$ cat src/rtl/lanes_pkg.sv
// Shared types and constants for the lane demultiplexer and its selector peer.
package lanes_pkg;

   localparam int LANES  = 4;
   localparam int DATA_W = 2;

   typedef logic [1:0]        lane_idx_t;
   typedef logic [DATA_W-1:0] lane_data_t;

   // Lane addressing mode taken from the mode switch.
   typedef enum logic {
      MODE_ADDR = 1'b0,
      MODE_SEQ  = 1'b1
   } mode_e;

   // Switch field positions; only sw[6:0] carry meaning.
   localparam int SW_DATA_LSB = 0;
   localparam int SW_SEL_LSB  = 2;
   localparam int SW_WR_BIT   = 4;
   localparam int SW_MODE_BIT = 5;
   localparam int SW_CLR_BIT  = 6;
   localparam int SW_USED_W   = 7;

   // LED field positions.
   localparam int LED_LANES_LSB = 0;
   localparam int LED_MASK_LSB  = 8;
   localparam int LED_PTR_LSB   = 12;
   localparam int LED_FULL_BIT  = 14;
   localparam int LED_OVF_BIT   = 15;

endpackage

$ cat src/rtl/sync_edge.sv
// Multi-bit input synchronizer with a rising-edge pulse on one chosen bit.
// SYNC_STAGES must be at least 2.
module sync_edge #(
   parameter int SYNC_STAGES = 2,
   parameter int W           = 7,
   parameter int EDGE_BIT    = 0
) (
   input  logic         clk,
   input  logic         rst_n,
   input  logic [W-1:0] async_i,
   output logic [W-1:0] sync_o,
   output logic         rise_o
);

   logic [SYNC_STAGES-1:0][W-1:0] stage_q, stage_d;
   logic                          prev_q, prev_d;

   assign stage_d = {stage_q[SYNC_STAGES-2:0], async_i};
   assign prev_d  = stage_q[SYNC_STAGES-1][EDGE_BIT];

   assign sync_o  = stage_q[SYNC_STAGES-1];
   // A level held high yields a single pulse: only the 0->1 transition counts.
   assign rise_o  = stage_q[SYNC_STAGES-1][EDGE_BIT] & ~prev_q;

   // Synchronizer chain plus one-cycle delay of the edge bit.
   always_ff @(posedge clk or negedge rst_n) begin
      if (!rst_n) begin
         stage_q <= '0;
         prev_q  <= 1'b0;
      end else begin
         // NOTE: non-blocking assignments here so every flop samples the pre-edge value of its neighbour.
         stage_q <= stage_d;
         prev_q  <= prev_d;
      end
   end

endmodule

$ cat src/rtl/demux41_lanes.sv
// Registered 1-to-4 demultiplexer: writes switch data into one of four lanes,
// addressed by switches or by an auto-incrementing pointer, and shows state on LEDs.
module demux41_lanes
   import lanes_pkg::*;
#(
   parameter int SYNC_STAGES = 2
) (
   input  logic        clk,
   input  logic        rst,
   input  logic [9:0]  sw,
   output logic [15:0] ledr
);

   logic [SW_USED_W-1:0] sw_s;
   logic                 wr;
   logic                 unused_sw;

   // The raw-level copy of the strobe and sw[9:7] carry no function here.
   assign unused_sw = ^{sw[9:7], sw_s[SW_WR_BIT]};

   sync_edge #(
      .SYNC_STAGES (SYNC_STAGES),
      .W           (SW_USED_W),
      .EDGE_BIT    (SW_WR_BIT)
   ) u_sync (
      .clk     (clk),
      .rst_n   (rst),
      .async_i (sw[SW_USED_W-1:0]),
      .sync_o  (sw_s),
      .rise_o  (wr)
   );

   lane_data_t [LANES-1:0] lanes_q, lanes_d;
   logic [LANES-1:0]       mask_q, mask_d;
   lane_idx_t              ptr_q, ptr_d;
   logic                   full_q, full_d;
   logic                   ovf_q, ovf_d;
   logic [15:0]            ledr_q, ledr_d;

   mode_e      mode;
   lane_idx_t  sel;
   lane_idx_t  target;
   lane_data_t data;
   logic       clr;

   assign mode   = mode_e'(sw_s[SW_MODE_BIT]);
   assign sel    = sw_s[SW_SEL_LSB +: 2];
   assign data   = sw_s[SW_DATA_LSB +: DATA_W];
   assign clr    = sw_s[SW_CLR_BIT];
   assign target = (mode == MODE_SEQ) ? ptr_q : sel;

   // Next lane/mask/pointer/flag state; clear dominates a same-cycle write.
   always_comb begin
      // NOTE: every output gets a default first so no path leaves a value unassigned (no latches).
      lanes_d = lanes_q;
      mask_d  = mask_q;
      ptr_d   = ptr_q;
      ovf_d   = ovf_q;
      if (clr) begin
         lanes_d = '0;
         mask_d  = '0;
         ptr_d   = '0;
         ovf_d   = 1'b0;
      end else if (wr) begin
         lanes_d[target] = data;
         mask_d[target]  = 1'b1;
         if (mode == MODE_SEQ) begin
            ptr_d = ptr_q + lane_idx_t'(1);
            // A sequential write into an already full set overwrites an unread wrap.
            if (full_q) begin
               ovf_d = 1'b1;
            end
         end
      end
      full_d = &mask_d;
   end

   // Pack the current state into the LED image.
   always_comb begin
      ledr_d                                  = '0;
      ledr_d[LED_LANES_LSB +: LANES*DATA_W]   = lanes_q;
      ledr_d[LED_MASK_LSB +: LANES]           = mask_q;
      ledr_d[LED_PTR_LSB +: 2]                = ptr_q;
      ledr_d[LED_FULL_BIT]                    = full_q;
      ledr_d[LED_OVF_BIT]                     = ovf_q;
   end

   // Lane array, bookkeeping and LED output registers.
   always_ff @(posedge clk or negedge rst) begin
      if (!rst) begin
         // NOTE: the lane array is reset like any other flop because the LEDs must read zero out of reset.
         lanes_q <= '0;
         mask_q  <= '0;
         ptr_q   <= '0;
         full_q  <= 1'b0;
         ovf_q   <= 1'b0;
         ledr_q  <= '0;
      end else begin
         lanes_q <= lanes_d;
         mask_q  <= mask_d;
         ptr_q   <= ptr_d;
         full_q  <= full_d;
         ovf_q   <= ovf_d;
         ledr_q  <= ledr_d;
      end
   end

   assign ledr = ledr_q;

endmodule

$ cat config.mk
export PLATFORM = sky130hd
export DESIGN_NAME = demux41_lanes
export DESIGN_NICKNAME = d
export VERILOG_FILES = /design/src/rtl/lanes_pkg.sv /design/src/rtl/sync_edge.sv /design/src/rtl/demux41_lanes.sv
export SDC_FILE = /design/constraint.sdc
export NUM_CORES = 1
export LEC_CHECK = 0
export BUFFER_PORTS_ARGS = -buffer_cell sky130_fd_sc_hd__clkbuf_2
export CAP_MARGIN = 20
export CELL_PAD_IN_SITES_DETAIL_PLACEMENT = 1
export CELL_PAD_IN_SITES_GLOBAL_PLACEMENT = 1
export CORE_MARGIN = 3
export CORE_UTILIZATION = 44
export CTS_CLUSTER_SIZE = 24
export DETAILED_ROUTE_END_ITERATION = 7
export PLACE_DENSITY = 0.86
export SETUP_SLACK_MARGIN = 0.5
export SYNTH_ARGS = -nofsm -noshare
export SYNTH_HDL_FRONTEND = slang
export SYNTH_SLANG_ARGS = --single-unit
export TNS_END_PERCENT = 50
$ cat constraint.sdc
create_clock -name clk -period 1.9 [get_ports clk]
set_input_delay 0.285 -clock clk [delete_from_list [all_inputs] [get_ports clk]]
set_output_delay 0.285 -clock clk [all_outputs]
set_load 0.005 [all_outputs]
==> results of run 1 <==
-- where the power goes --
group	total [W]	switching, W	leakage [nW]	internal [W]
Clock	0.000494	0.000310	0.0355	0.000184
Sequential	0.00106	0.0000260	0.616	0.00103
Combinational	0.000101	0.0000518	0.313	0.0000494
Total	0.00165	0.000387	0.964	0.00127
-- worst max-delay path, stage by stage, from the launching register on --
cell and delay, ps:
dfrtp_2 490, mux2i_4 390, nand3b_4 240, mux2i_1 200, nor2_1 60
-- cell usage after synthesis --
cell,count
dfrtp_1,47
nor2_1,14
mux2i_1,8
inv_1,3
nand2_1,3
nand3_1,3
a21oi_1,2
mux2i_4,2
nand3_2,2
xor2_1,2
a21oi_2,1
a31oi_1,1
buf_2,1
buf_6,1
clkbuf_1,1
mux2_2,1
nand3b_4,1
nor2b_1,1
nor3b_4,1
nor4_1,1
o21ai_0,1
o31a_1,1
-- per-stage QoR --
step / instances / hold WS, ps
after floorplan: 98 / -10.6
after global placement: 165 / 290
after detailed placement: 165 / 308
after CTS: 176 / 4.64
after global routing: 183 / 375
final: 183 / 364
-- layer usage --
metal  vias up  share of wire [%]  GRT usage (%)
met5         -                  0              0
met4         0                3.5           6.99
met3         7                5.1           5.81
met2        26                 54           26.4
met1       437                 38           17.9
li1        404                  -              -
-- timing repair --
action / CTS / global route
setup buffers: 2 / 0
pin swaps: 1 / 0
setup endpoints to repair: 13 / 11
hold endpoints to repair: 22 / 7
resized for setup: 1 / 1
hold buffers: 1 / 7
-- sequential cells by signal, summed over array words and instances, names as in the netlist --
name            count
full_q              1
ptr_q               2
mask_q              4
ovf_q               1
ledr               16
u_sync.stage_d      7
lanes_q             8
u_sync.prev_q       1
u_sync.sync_o       7
-- logic make-up (layout without fill, tap and decap cells) --
group	Yosys count	count (layout)	synth area share, %
buffers and inverters	6	47	2.02
XOR/XNOR	2	2	1.13
flip-flops	47	47	75.9
AO/OA/AOI/OAI	6	6	2.50
multiplexers	11	11	8.80
AND/OR/NAND/NOR	26	26	9.69
-- area by class of cell --
type	count	share of cell area [%]
clock buffer	7	2.91
timing repair buffer	36	12.8
tap	44	2.91
clock inverter	1	0.463
sequential	47	62.2
multi-input combinational	45	18.1
inverter	3	0.595
-- how the worst max path moves through the flow --
stage | start | to | slack, ps
2_1_floorplan | u_sync.sync_o[5] | lanes_q[5] | 570
3_3_place_gp | u_sync.sync_o[5] | lanes_q[4] | 360
3_5_place_dp | u_sync.sync_o[5] | lanes_q[4] | 310
4_1_cts | u_sync.sync_o[5] | lanes_q[4] | 390
5_1_grt | u_sync.sync_o[5] | lanes_q[4] | 310
6_report | u_sync.sync_o[5] | lanes_q[4] | 390
==> results.toml, run 1 <==
[sta]
rsz0062_at_grt = "true"
drv_slew = 0
fin_crit_sh_pct = 79.5
fin_crit_ps = 1510
hold_viol = 0
max_freq_mhz = 662
worst_slack_ps = 389
relSlewSlack_pct = 61.3
finClkSkew_ps = 15.2
setup_viol = 0
tightestPinTransition_ps = 580
finalSetupTns_ps = 0

[finish]
drive_above_1_share_pct = 31.7
mostFrequentLayoutCell = "dfrtp_1"
register_area_um2 = 1180
layout_common_cells = "dfrtp_1, clkbuf_2, nor2_1"
antenna_cells = 0
fin_area_um2 = 1890
fin_util_pct = 59.1
multiInputGateArea_um2 = 343
nets = 150
n_fill_cell = 332
area_growth_pct = 22.1

[logic_synthesis]
synth_area_leader_cell = "dfrtp_1"
synth_area_leaders = "dfrtp_1, mux2i_1, nor2_1"
synth_nets = 110
yosysWarnings = 0
avgSynthCellArea_um2 = 15.8
mappedNetlistArea_um2 = 1550
ys_seq_elements = 47
yosysUniqueCellTypes = 22
synth_top_area_share_pct = 75.9
synthCells = 98
ys_seq_area_share_pct = 75.9

[clock_network]
cts_num_sinks = 47
cts_made_buffers = 5
cts_tree = "done"
clk_pin_slew_ps = 130
cts.path.max_buffers = 2
htreeDepth = 2
insertion_delay_ps = 370
cts_root_buffer = "clkbuf_4"

[hold_path]
min_from = "u_sync.stage_d[12]"
whs_endpoint = "u_sync.sync_o[5]"
hold_path_class = "reg2reg"
hold_depth = 0

[pwr]
vdd_drop_max_v = 0.000643
power.density_nw_per_um2 = 873
leakagePower_nw = 0.964
totalPowerFinal_w = 0.00165

[placement]
gp_congestion = 0.681
postPlaceCellArea_um2 = 1730
pre_cts_slack_ps = 305
portBuffers = 24
dpl.hpwl_um = 1920

[floorplan]
coreArea_um2 = 3200
io_pins = 28
die-area_um2 = 4270
die_w_um = 65.4
die_h_um = 65.4
start_util_pct = 48.4
row_count = 20

[detailed_routing]
ant_nets = 0
route.detailed.drc = 0
viasPerCell = 4.78
dr.pass1.iters = 3
wl_um = 2880
first_iter_violations = 52
vias = 874
drt-wirelength-per-cell_um = 15.7

[global_route]
grt_usage_pct = 15.7
grt_max_degree = 26
grt_pass1_wl_um = 4840
grt_pass1_vias = 986
antenna_found_initial = 0
gr-total-overflow = 0

[worst_setup_path]
r2r-end = "lanes_q[4]"
worstSetupPathType = "reg2reg"
cp_max_fo = 6
rr_startpoint = "u_sync.sync_o[5]"
cp-start-kind = "register"
r2r_slack_ps = 390
crit_required_ps = 2140
reg2reg_depth = 4
critPathArrivalTime_ps = 1750
endpoint_kind = "register"

[run]
maxCapViolCount = 0

[outcome]
outcome = "finished clean"
Note: power is estimated with default switching activity, not from simulation.
==> run 2, diff against run 1 <==
- ABC_AREA: unset -> 1
- PLACE_DENSITY: 0.86 -> 0.87
- clock period: 1.9 -> 1.5 ns (I/O delays scaled with it)
==> results.toml, run 2 <==
[detailed_routing]
vias = 946
route.detailed.drc = 0
ant_nets = 0
viasPerCell = 4.85
wl_um = 3130
first_iter_violations = 33
dr.pass1.iters = 4
drt-wirelength-per-cell_um = 16.0

[logic_synthesis]
synth_common_cells = "dfrtp_1, nand2_2, inv_1, nand3_1, o21ai_1"
avgSynthCellArea_um2 = 14.1
synth_area_leaders = "dfrtp_1, nand2_2, nand3_4"
synth_edf_count = 0
synth_ff_type = "dfrtp_1"
synthCells = 115
synthArstFlopShare_pct = 100
synth_area_leader_cell = "dfrtp_1"
yosysWarnings = 0
synth_nets = 127
yosysUniqueCellTypes = 15
ys_seq_elements = 47
synth_most_common_cell = "dfrtp_1"
mappedNetlistArea_um2 = 1620
synth_top_area_share_pct = 72.6
ys_seq_area_share_pct = 72.6

[floorplan]
row_count = 21
coreArea_um2 = 3440
die_w_um = 66.7
start_util_pct = 47.0
die-area_um2 = 4440
io_pins = 28
die_h_um = 66.7

[pwr]
vdd_drop_max_v = 0.00105
pwr-share-clk_pct = 41.9
leakagePower_nw = 0.977
p_int_w = 0.00202
sw_frac_of_total_pct = 20.3
power.density_nw_per_um2 = 1280
seqPwrFrac_pct = 52.5
pwr-share-comb_pct = 5.5
power.switching_w = 0.000513

[sta]
max_freq_mhz = 851
rsz0062_at_grt = "true"
finClkSkew_ps = 8.68
fin_crit_ps = 1170
finalSetupTns_ps = 0
tightestPinTransition_ps = 441
relSlewSlack_pct = 70.6
hold_viol = 0
fin_crit_sh_pct = 78.3
setup_viol = 0
drv_slew = 0

[worst_setup_path]
cp-endpoint = "full_q"
crit_start = "u_sync.sync_o[5]"
r2r_slack_ps = 330
rr_startpoint = "u_sync.sync_o[5]"
endpoint_kind = "register"
reg2reg_depth = 7
critPathArrivalTime_ps = 1410
worstSetupPathType = "reg2reg"
r2r-end = "full_q"
crit_required_ps = 1730
cp_max_fo = 7
cp-start-kind = "register"

[clock_network]
cts_made_buffers = 5
clk_pin_slew_ps = 80
cts_root_buffer = "clkbuf_8"
cts.path.max_buffers = 2
insertion_delay_ps = 300
htreeDepth = 2
cts_num_sinks = 47
cts_tree = "done"

[global_route]
grt_max_degree = 32
antenna_found_initial = 0
gr-total-overflow = 0
grt_pass1_vias = 1031
grt_pass1_wl_um = 5180
grt_usage_pct = 16.8

[finish]
multiInputGateArea_um2 = 387
mostFrequentLayoutCell = "dfrtp_1"
layout_common_cells = "dfrtp_1, clkbuf_2, nand2_2"
register_area_um2 = 1180
largest_register_ffs = 16
n_fill_cell = 341
area_growth_pct = 21.9
stdcell_count = 195
antenna_cells = 0
drive_above_1_share_pct = 45.0
nets = 160

[placement]
dpl.hpwl_um = 2200
dp_cells = 185
portBuffers = 24
gp_congestion = 0.815

[hold_path]
hold_path_class = "in2reg"
hold_depth = 1

[run]
maxCapViolCount = 0

[outcome]
outcome = "finished clean"
## run 2: changes by cell type in the layout (fill, tap and decap cells not counted), moves of 4 or more
| cell | previous run | this run |
|---|---|---|
| nand3_4 | 0 | 4 |
| clkbuf_8 | 1 | 5 |
| nand2_4 | 0 | 4 |
| dlygate4sd3_1 | 8 | 1 |
| clkbuf_4 | 5 | 0 |
| inv_1 | 3 | 9 |
| mux2i_1 | 8 | 0 |
| o21ai_1 | 1 | 8 |
| nand3_1 | 3 | 8 |
| nand2_2 | 0 | 13 |
| nor2_1 | 14 | 0 |
| a21oi_1 | 2 | 6 |
## run 2: kinds of logic (layout without fill, tap and decap cells)
family          after synthesis  after routing  synth area share, %
compound gates               15             15                 4.64
buf+inv                      15             49                 4.33
flops                        47             47                 72.6
simple gates                 38             38                 18.4
## run 2: area by class of cell
cell class                 count  share of cell area, %
tap                           46                   2.92
multi-input combinational     53                   19.6
clock buffer                   6                   3.68
inverter                      13                   2.72
sequential                    47                   59.7
timing repair buffer          28                   8.37
clock inverter                 2                   3.04
## run 2: metal layers
layer / track usage, % / vias to the layer above / part of all wire, %
li1: - / 430 / -
met1: 19.2 / 476 / 41
met2: 27.8 / 29 / 52
met3: 3.71 / 11 / 4.1
met4: 11.2 / 0 / 3.3
met5: 0 / - / 0
## run 2: worst min-delay path by stage
stage               startpoint                 end  slack [ps]
finish                   sw[1]   u_sync.stage_d[8]          30
global route             sw[6]  u_sync.stage_d[13]          10
CTS                      sw[6]  u_sync.stage_d[13]          20
detailed placement         rst            ledr[13]         190
global placement           rst            ledr[13]         180
floorplan                  rst              full_q         -70
## run 2: what timing repair did
| action | 4_1_cts | 5_1_grt |
|---|---|---|
| gates cloned | 0 | 0 |
| gates resized for setup | 2 | 7 |
| pin swaps | 1 | 1 |
| hold endpoints to repair | 16 | 0 |
| setup buffers | 1 | 0 |
| setup endpoints to repair | 29 | 33 |
| hold buffers | 1 | 0 |
## run 2: through the flow
step                setup slack [ps]  power (W)  utilization [%]  hold WS [ps]  area [um2]
floorplan                        462    0.00142                -         -70.6        1620
global placement                 286    0.00148             52.5           180        1810
detailed placement               246    0.00149             52.5           189        1810
CTS                              317    0.00256             56.9          19.7        1960
global route                     278    0.00264             57.4          10.4        1970
finish                           325    0.00253             57.4          30.6        1970
## run 2: power by group through the flow
stage	clock, W	combinational (W)	sequential (W)
global placement	0	0.000128	0.00135
CTS	0.00109	0.000143	0.00133
finish	0.00106	0.000140	0.00133
detailed placement	0	0.000136	0.00135
global route	0.00115	0.000158	0.00133
floorplan	0	0.0000776	0.00134
## run 2: critical path, stage by stage, from the launching register on
cell	delay (ps)
dfrtp_2	490
clkinv_4	90
nand2_2	60
nand2_4	80
nand3_4	120
nand2_2	90
nand3_2	80
nor2_2	100
